<file path="src/rtl/wb_write_queue_pkg.sv">
// Shared types and constants for the register-file write-back queue.
package wb_write_queue_pkg;

    localparam int WB_DATA_W = 32;
    localparam int WB_ADDR_W = 4;

    typedef struct packed {
        logic [WB_ADDR_W-1:0] dest;
        logic [WB_DATA_W-1:0] data;
    } wb_entry_t;

    function automatic logic [1:0] push_count(input logic a, input logic b);
        return {1'b0, a} + {1'b0, b};
    endfunction

endpackage

</file>
<file path="src/rtl/wb_queue_mem.sv">
// Entry storage for the write-back queue: two write ports, one async read port,
// plus a snoop of every stored destination for hazard comparison.
module wb_queue_mem
    import wb_write_queue_pkg::*;
#(
    parameter int DEPTH = 4,
    localparam int PW = $clog2(DEPTH)
) (
    input  logic                            clk,
    input  logic                            we0,
    input  logic [PW-1:0]                   waddr0,
    input  wb_entry_t                       wdata0,
    input  logic                            we1,
    input  logic [PW-1:0]                   waddr1,
    input  wb_entry_t                       wdata1,
    input  logic [PW-1:0]                   raddr,
    output wb_entry_t                       rdata,
    output logic [DEPTH-1:0][WB_ADDR_W-1:0] dests
);

    wb_entry_t mem_q [DEPTH];
    wb_entry_t mem_d [DEPTH];

    // Next storage image; port 1 carries the younger entry
    always_comb begin
        mem_d = mem_q;
        mem_d[waddr0] = we0 ? wdata0 : mem_q[waddr0];
        mem_d[waddr1] = we1 ? wdata1 : mem_d[waddr1];
    end

    // Storage update, deliberately without reset
    always_ff @(posedge clk) begin
        mem_q <= mem_d;
    end

    assign rdata = mem_q[raddr];

    for (genvar i = 0; i < DEPTH; i++) begin : g_dest
        assign dests[i] = mem_q[i].dest;
    end

endmodule

</file>
<file path="src/rtl/wb_write_queue.sv">
// Serialises ALU and load results onto the single register-file write port in
// program order, and flags reads of registers that still have a queued write.
module wb_write_queue
    import wb_write_queue_pkg::*;
#(
    parameter int DEPTH  = 4,
    parameter int DATA_W = WB_DATA_W,
    parameter int ADDR_W = WB_ADDR_W
) (
    input  logic                       clk,
    input  logic                       rst,
    input  logic                       alu_wb_en,
    input  logic [ADDR_W-1:0]          alu_dest,
    input  logic [DATA_W-1:0]          alu_result,
    input  logic                       mem_rsp_valid,
    input  logic [ADDR_W-1:0]          mem_dest,
    input  logic [DATA_W-1:0]          mem_rdata,
    input  logic [ADDR_W-1:0]          src1,
    input  logic [ADDR_W-1:0]          src2,
    output logic                       full,
    output logic                       overflow,
    output logic [$clog2(DEPTH+1)-1:0] count,
    output logic                       hazard1,
    output logic                       hazard2,
    output logic                       writeBackEn,
    output logic [ADDR_W-1:0]          destWB,
    output logic [DATA_W-1:0]          resultWB
);

    localparam int PW = $clog2(DEPTH);
    localparam int CW = $clog2(DEPTH+1);

    logic [PW-1:0] wr_ptr_q, wr_ptr_d, rd_ptr_q, rd_ptr_d;
    logic [CW-1:0] count_q, count_d;
    logic          full_q, full_d, overflow_q, overflow_d, wb_en_q, wb_en_d;

    logic [1:0]    n_push_s;
    logic          accept_s, pop_s, we0_s, we1_s;
    wb_entry_t     alu_entry_s, mem_entry_s, wdata0_s, head_s;
    logic [DEPTH-1:0][WB_ADDR_W-1:0] dests_s;

    assign alu_entry_s = '{dest: alu_dest, data: alu_result};
    assign mem_entry_s = '{dest: mem_dest, data: mem_rdata};

    // Push/pop bookkeeping; when full every push of the cycle is dropped
    always_comb begin
        n_push_s   = push_count(mem_rsp_valid, alu_wb_en);
        accept_s   = ~full_q;
        pop_s      = (count_q != {CW{1'b0}});
        we0_s      = accept_s && (n_push_s != 2'd0);
        we1_s      = accept_s && (n_push_s == 2'd2);
        wdata0_s   = mem_rsp_valid ? mem_entry_s : alu_entry_s;
        wr_ptr_d   = accept_s ? (wr_ptr_q + PW'(n_push_s)) : wr_ptr_q;
        rd_ptr_d   = pop_s ? (rd_ptr_q + PW'(1'b1)) : rd_ptr_q;
        count_d    = count_q + (accept_s ? CW'(n_push_s) : {CW{1'b0}}) - CW'(pop_s);
        full_d     = (count_d >= CW'(DEPTH-1));
        overflow_d = overflow_q | (full_q & (n_push_s != 2'd0));
        wb_en_d    = (count_d != {CW{1'b0}});
    end

    // State registers
    always_ff @(posedge clk or negedge rst) begin
        if (!rst) begin
            wr_ptr_q   <= {PW{1'b0}};
            rd_ptr_q   <= {PW{1'b0}};
            count_q    <= {CW{1'b0}};
            full_q     <= 1'b0;
            overflow_q <= 1'b0;
            wb_en_q    <= 1'b0;
        end else begin
            wr_ptr_q   <= wr_ptr_d;
            rd_ptr_q   <= rd_ptr_d;
            count_q    <= count_d;
            full_q     <= full_d;
            overflow_q <= overflow_d;
            wb_en_q    <= wb_en_d;
        end
    end

    wb_queue_mem #(.DEPTH(DEPTH)) u_mem (
        .clk    (clk),
        .we0    (we0_s),
        .waddr0 (wr_ptr_q),
        .wdata0 (wdata0_s),
        .we1    (we1_s),
        .waddr1 (wr_ptr_q + PW'(1'b1)),
        .wdata1 (alu_entry_s),
        .raddr  (rd_ptr_q),
        .rdata  (head_s),
        .dests  (dests_s)
    );

    // Hazard compare over live slots: offset from head below count
    always_comb begin
        hazard1 = 1'b0;
        hazard2 = 1'b0;
        for (int i = 0; i < DEPTH; i++) begin
            if (CW'(PW'(i) - rd_ptr_q) < count_q) begin
                hazard1 = hazard1 | (dests_s[i] == src1);
                hazard2 = hazard2 | (dests_s[i] == src2);
            end else begin
                hazard1 = hazard1;
                hazard2 = hazard2;
            end
        end
    end

    assign full        = full_q;
    assign overflow    = overflow_q;
    assign count       = count_q;
    assign writeBackEn = wb_en_q;
    assign destWB      = wb_en_q ? head_s.dest : {ADDR_W{1'b0}};
    assign resultWB    = wb_en_q ? head_s.data : {DATA_W{1'b0}};

endmodule

</file>
<file path="config.mk">
export PLATFORM = sky130hd
export DESIGN_NAME = wb_write_queue
export DESIGN_NICKNAME = d
export VERILOG_FILES = /design/src/rtl/wb_write_queue_pkg.sv /design/src/rtl/wb_queue_mem.sv /design/src/rtl/wb_write_queue.sv
export SDC_FILE = /design/constraint.sdc
export NUM_CORES = 1
export LEC_CHECK = 0
export BUFFER_PORTS_ARGS = -buffer_cell sky130_fd_sc_hd__buf_4
export CAP_MARGIN = 15
export CORE_MARGIN = 2
export CORE_UTILIZATION = 45
export CTS_CLUSTER_DIAMETER = 80
export CTS_CLUSTER_SIZE = 30
export DETAILED_ROUTE_END_ITERATION = 10
export PLACE_DENSITY_LB_ADDON = 0.2
export SETUP_SLACK_MARGIN = 0.5
export SLEW_MARGIN = 10
export SYNTH_ARGS = -nofsm -noshare
export SYNTH_HDL_FRONTEND = slang
export SYNTH_SLANG_ARGS = --single-unit
</file>
<file path="constraint.sdc">
create_clock -name clk -period 2.9 [get_ports clk]
set_input_delay 0.29 -clock clk [delete_from_list [all_inputs] [get_ports clk]]
set_output_delay 0.29 -clock clk [all_outputs]
set_load 0.02 [all_outputs]
</file>
# Yosys cells after proc, flatten, opt, wreduce, memory -nomap -nowiden
# Cells that the tools add are included.
word_totals:
  reg_bits: 154
  inputBits: 84
  out_inout_bits: 44
  word_cells: 91
classes:
  add_sub_neg: 10
  magnitude_cmp: 10
  n_eq_ne: 9
  mux: 29
  n_bitwise: 12
  n_reduce_logical: 7
op_table:
  columns: ["op", "n"]
  rows:
  - ["36-bit 2-to-1 mux", 11]
  - ["144-bit bitwise mux", 2]
  - ["36-bit binary-select mux with 2-bit select", 3]
  - ["36-bit demux with 2-bit select", 2]
  - ["4-bit equality test", 8]
  - ["32-bit 2-to-1 mux", 1]
  - ["3-bit less-than comparator", 4]
  - ["3-bit >= comparator (second input constant)", 3]
  - ["2-bit NOT with 3-bit output", 3]
  - ["1-bit 2-to-1 mux", 8]
  - ["1-bit bitwise OR", 7]
  - ["3-bit by 1-bit less-than comparator with 1-bit output (second input constant)", 2]
  - ["3-bit nonzero test", 2]
  - ["1-bit by 2-bit subtractor with 3-bit output (first input constant)", 2]
  - ["2-bit by 2-bit subtractor with 3-bit output (first input constant)", 2]
  - ["2-bit by 1-bit adder with 2-bit output (second input constant)", 2]
  - ["1-bit logical AND", 4]
  - ["4-bit 2-to-1 mux", 1]
  - ["3-bit by 2-bit adder with 3-bit output", 1]
  - ["3-bit by 2-bit >= comparator with 1-bit output (second input constant)", 1]
  - ["3-bit by 1-bit subtractor with 3-bit output", 1]
  - ["1-bit by 1-bit adder with 2-bit output", 1]
  - ["2-bit adder", 1]
  - ["2-bit equality test (second input constant)", 1]
  - ["other kinds (4)", 4]

# Depth between registers and ports, before layout
depth:
  depth_word: 11
  ltp_mapped: 13
  ltp_nobuf: 11

# Cells and area by module
# From an unflattened synthesis, not the netlist that was laid out.
hier_totals:
  cells_unflattened: 1141
  area_unflattened_um2: 10395.0
modules_own_cells:
  columns: ["mod", "instances", "cells_each", "area_each_um2", "seq_area_each_um2"]
  rows:
  - ["wb_queue_mem", 1, 948, 8644.5, 2882.8]
  - ["wb_write_queue", 1, 193, 1750.4, 250.2]

# Least setup slack after synthesis
# OpenSTA, ideal clock, no wires.
synth_path:
  path_type: "reg-to-output"
  startpoint: "reg rd_ptr_q[1]"
  endpoint: "out hazard1"
  arrival_ns: 2.378
  t_required_ns: 2.610
  path_slack_ns: 0.232
  path_stages_with_launch: 11
  path_buffers: 2
  cell_sequence: "dfrtp_1 clkbuf_1 clkbuf_1 inv_1 ha_1 inv_1 ha_1 a21o_1 a21oi_1 a22oi_1 o211ai_1"
synth_via:
  elab_chain_cells: 9
  word_cells_on_any_way: 15
  cone_classes: "4 x add/sub; 4 x order compare; 4 x mux; 3 x bitwise"
synth_lines:
  columns: ["element", "line_no", "text"]
  rows:
  - ["from (decl)", "wb_write_queue.sv:33", "logic [PW-1:0] wr_ptr_q, wr_ptr_d, rd_ptr_q, rd_ptr_d;"]
  - ["from (signal assigned)", "wb_write_queue.sv:65", "rd_ptr_q <= {PW{1'b0}};"]
  - ["from (signal assigned)", "wb_write_queue.sv:72", "rd_ptr_q <= rd_ptr_d;"]
  - ["1-bit by 2-bit subtractor with 3-bit output", "wb_write_queue.sv:98", "if (CW'(PW'(i) - rd_ptr_q) < count_q) begin"]
  - ["3-bit less-than comparator", "wb_write_queue.sv:98", null]
  - ["1-bit 2-to-1 mux", "wb_write_queue.sv:98", null]
  - ["1-bit bitwise OR", "wb_write_queue.sv:99", "hazard1 = hazard1 | (dests_s[i] == src1);"]
  - ["1-bit 2-to-1 mux", "wb_write_queue.sv:98", null]
  - ["1-bit bitwise OR", "wb_write_queue.sv:99", null]
  - ["1-bit 2-to-1 mux", "wb_write_queue.sv:98", null]
  - ["1-bit bitwise OR", "wb_write_queue.sv:99", null]
  - ["1-bit 2-to-1 mux *", "wb_write_queue.sv:98", null]
  - ["to (decl)", "wb_write_queue.sv:23", "output logic hazard1,"]
# Every way passes the cells marked *; elsewhere a longest branch is shown, timed or not.

# Worst setup path in the final report
layout_path:
  startpoint: "reg rd_ptr_q[0]"
  endpoint: "out hazard1"
# Same word-level chain as after synthesis.

==> flow_summary.json <==
{
  "ant_nets": 0,
  "min_period_over_period": 0.8416,
  "grtUsageMet2": 0.4795,
  "maxSlewViolCount": 0,
  "syn_avg_cell_area_um2": 8.177,
  "path_cells": "inv_2 > ha_4 > inv_4 > ha_4 > a21o_1 > a21oi_2 > a22oi_1 > o211ai_1 > buf_4",
  "portBuffers": 127,
  "dp.cells": 1815,
  "muxShareOfSynthArea": 0.1725,
  "synthCells": 1458,
  "num_rows": 59,
  "synth.area.top_cells": "dfxtp_1 24%, o21ai_0 14%, o2bb2ai_1 10%",
  "timing.critical_path.mode_cell": "ha_4",
  "reg2reg_to": "u_mem.dests[7]$_DFF_P_",
  "final_nets": 1619,
  "antenna_found_initial": 0,
  "postRouteWirelength_um": 42710,
  "setup_viol": 0,
  "diodes": 0,
  "start_kind": "register",
  "grt_pass1_vias": 11840,
  "htreeDepth": 4,
  "synth-seq-area-share": 0.2628,
  "grtUsageMet3": 0.05965,
  "vias": 12300,
  "hpwlAfterDp_um": 23830,
  "grt_start_max_net_pins": 180,
  "synthAdderAreaFrac": 0.02162,
  "drt_iter0_markers": 1340,
  "crit_type": "register to output pin",
  "cts_buffers": 17,
  "async_flop_share": 0.06494,
  "dp_slack_ns": 0.4053,
  "ys_warn_count": 0,
  "num-fill-cells": 2404,
  "place.gp.congestion": 0.8659,
  "r2r_slack_ns": 0.57,
  "crit_required_ns": 2.61,
  "yosysTopAreaCellShare": 0.2418,
  "cts.clk_slew.worst_paths_ns": 0.06,
  "syn2layout_area_growth_pct": 18.34,
  "busiest_layer": "met2",
  "rr_worst_depth": 7,
  "cp-end-kind": "output pin",
  "die_x_um": 166.8,
  "initial_utilization": 0.4575,
  "synth_top_family_by_area": "compound AO/OA/AOI/OAI gates",
  "clock.fmax_mhz": 409.7,
  "fin_skew_ns": 0.01013,
  "track_usage": 0.2894,
  "via_per_inst": 6.601,
  "multiInputGateArea_um2": 8154,
  "synth_xor_area_frac": 0.02718,
  "synth-simple-area-share": 0.07598,
  "grt.met1_usage": 0.3729,
  "reg2reg_from": "wr_ptr_q[0]$_DFFE_PN0N_",
  "period_minus_slack_ns": 2.441,
  "wire_per_inst_um": 22.92,
  "max_cap_viol_count": 0,
  "grt_pass1_wl_um": 64920,
  "slowest_stage": "dfrtp_2",
  "crit_cells": 9,
  "clockBufferDepth": 2,
  "synth_fp_nets": 1562,
  "hold_depth": 3,
  "yosysTopAreaCell": "dfxtp_1",
  "tightest_slew_ns": 0.6725,
  "io_pins": 128,
  "ys.flop_type": "dfxtp_1",
  "worst_slack_ns": 0.4594,
  "cts_tree": "done",
  "clk_latency_ns": 0.44,
  "crit_path_max_fanout": 3,
  "final_cells": 1863,
  "core_area_um2": 26060,
  "hold_viol_final": 0,
  "clock_sinks": 154,
  "hold_path_class": "input pin to register",
  "worst_hold_path.endpoint": "u_mem.mem_q[25]$_DFF_P_",
  "grt-ovfl-total": 0,
  "worst_hold_slack_ns": 0.1672,
  "synth_area_um2": 11920,
  "die_y_um": 166.8,
  "status": "complete, no violations",
  "rsz0062_at_grt": "true",
  "finalSetupTns_ns": 0,
  "firstDrtPassIters": 6,
  "dieArea_um2": 27810,
  "drc": 0,
  "regArea_um2": 3142,
  "synth_edf_count": 0,
  "ys_types": 45,
  "drive_above_1_share": 0.2526,
  "clockRootBuffer": "clkbuf_16",
  "cp_top_family": "compound AO/OA/AOI/OAI gates",
  "cp_num_buf_inv": 3,
  "max_stage_delay_ns": 0.42,
  "ys_ff_latch": 154,
  "worstHoldStart": "alu_result[25]",
  "slew_headroom": 0.5517,
  "synth_compound_area_frac": 0.3753,
  "critPathArrivalTime_ns": 2.15
}
[timing repair]
| item | 4_1_cts | 5_1_grt |
|---|---|---|
| hold buffers | 1 | 0 |
| hold endpoints to repair | 10 | 0 |
| pin swaps | 9 | 12 |
| endpoints found under the setup margin | 109 | 176 |
| resized for setup | 17 | 30 |
| cloned | 4 | 4 |
| buffers inserted | 3 | 4 |
[logic make-up after synthesis]
group	Yosys count
AO/OA/AOI/OAI	732
XOR/XNOR	37
adder cells (fa/ha/maj)	20
buffers and inverters	162
flip-flops	154
multiplexers	145
AND/OR/NAND/NOR	208
[worst max path at each step]
| stage | startpoint | end | slack, ns |
|---|---|---|---|
| floorplan | rd_ptr_q[1]$_DFFE_PN0P_ | hazard1 | 0.49 |
| global placement | mem_rsp_valid | u_mem.dests[11]$_DFF_P_ | 0.42 |
| detailed placement | mem_rsp_valid | u_mem.dests[11]$_DFF_P_ | 0.41 |
| CTS | wr_ptr_q[0]$_DFFE_PN0N_ | u_mem.dests[11]$_DFF_P_ | 0.41 |
| global route | rd_ptr_q[0]$_DFFE_PN0P_ | hazard1 | 0.37 |
| finish | rd_ptr_q[0]$_DFFE_PN0P_ | hazard1 | 0.46 |
[layout by cell type, fill, tap and decap left out, types with 2 or more instances in the layout]
cell type / count
clkinvlp_4: 5
o22ai_1: 105
clkbuf_16: 20
clkbuf_1: 4
buf_16: 5
dfrtp_2: 4
inv_2: 6
ha_2: 2
nand2_1: 154
o21ai_0: 326
mux4_2: 37
nand2b_1: 2
and2_1: 36
a21oi_2: 2
bufinv_16: 2
o2bb2ai_1: 140
mux2_2: 106
a21o_1: 2
ha_4: 5
buf_6: 4
dfxtp_1: 144
xnor2_1: 13
dfrtp_1: 5
inv_4: 5
o211ai_1: 2
buf_4: 146
buf_12: 17
mux2_4: 2
o31ai_1: 4
nor4_1: 6
xor2_1: 24
o21ai_1: 106
buf_8: 2
o21a_1: 35
ha_1: 12
inv_1: 11
nand4_1: 2
[flip-flops by register name, summed over array words and instances (netlist names)]
name	flops
count	3
u_mem.mem_q	128
overflow	1
u_mem.dests	16
writeBackEn	1
full	1
rd_ptr_q	2
wr_ptr_q	2
[metal layers]
| metal | part of all wire | routed length (um) |
|---|---|---|
| met1 | 0.40 | 17260 |
| met2 | 0.47 | 20240 |
| met5 | 0 | 0 |
| met3 | 0.091 | 3880 |
| met4 | 0.031 | 1330 |
[metrics by stage]
stage | area, um2 | utilization
floorplan | 11940 | -
global placement | 13110 | 0.5029
detailed placement | 13110 | 0.5029
CTS | 13890 | 0.5331
global route | 14110 | 0.5415
finish | 14110 | 0.5415
[cell type report]
type | instances | area share
well taps | 335 | 0.02971
inverters | 21 | 0.006385
repair buffers | 178 | 0.1229
flip-flops and latches | 154 | 0.2227
clock inverters | 10 | 0.008247
multi-input cells | 1143 | 0.5779
clock buffers | 22 | 0.03219
[synthesized netlist by cell type, types with 2 or more instances]
master / instances
o21ai_0: 328
nand2_1: 156
dfxtp_1: 144
o2bb2ai_1: 140
mux2_2: 106
o22ai_1: 105
o21ai_1: 104
clkbuf_1: 101
mux4_2: 37
and2_1: 36
o21a_1: 35
xor2_1: 24
ha_1: 19
buf_6: 17
inv_1: 17
buf_2: 14
xnor2_1: 13
dfrtp_1: 10
nor4_1: 6
buf_4: 4
inv_2: 4
o31ai_1: 4
a21oi_1: 3
buf_1: 3
a21o_1: 2
a22oi_1: 2
clkbuf_2: 2
mux2_4: 2
nand2b_1: 2
nand4_1: 2
o211ai_1: 2
[worst reg2reg max path: cells and delay by family, from the launching register on]
| family | cells | cell delay, ns |
|---|---|---|
| muxes | 2 | 0.85 |
| AOI/OAI and AO/OA | 4 | 0.61 |
| DFF | 1 | 0.55 |
| buffers and inverters | 1 | 0.20 |
Power is not shown: default switching activity piles up to over one toggle a cycle in this logic, so the estimate is an artifact.
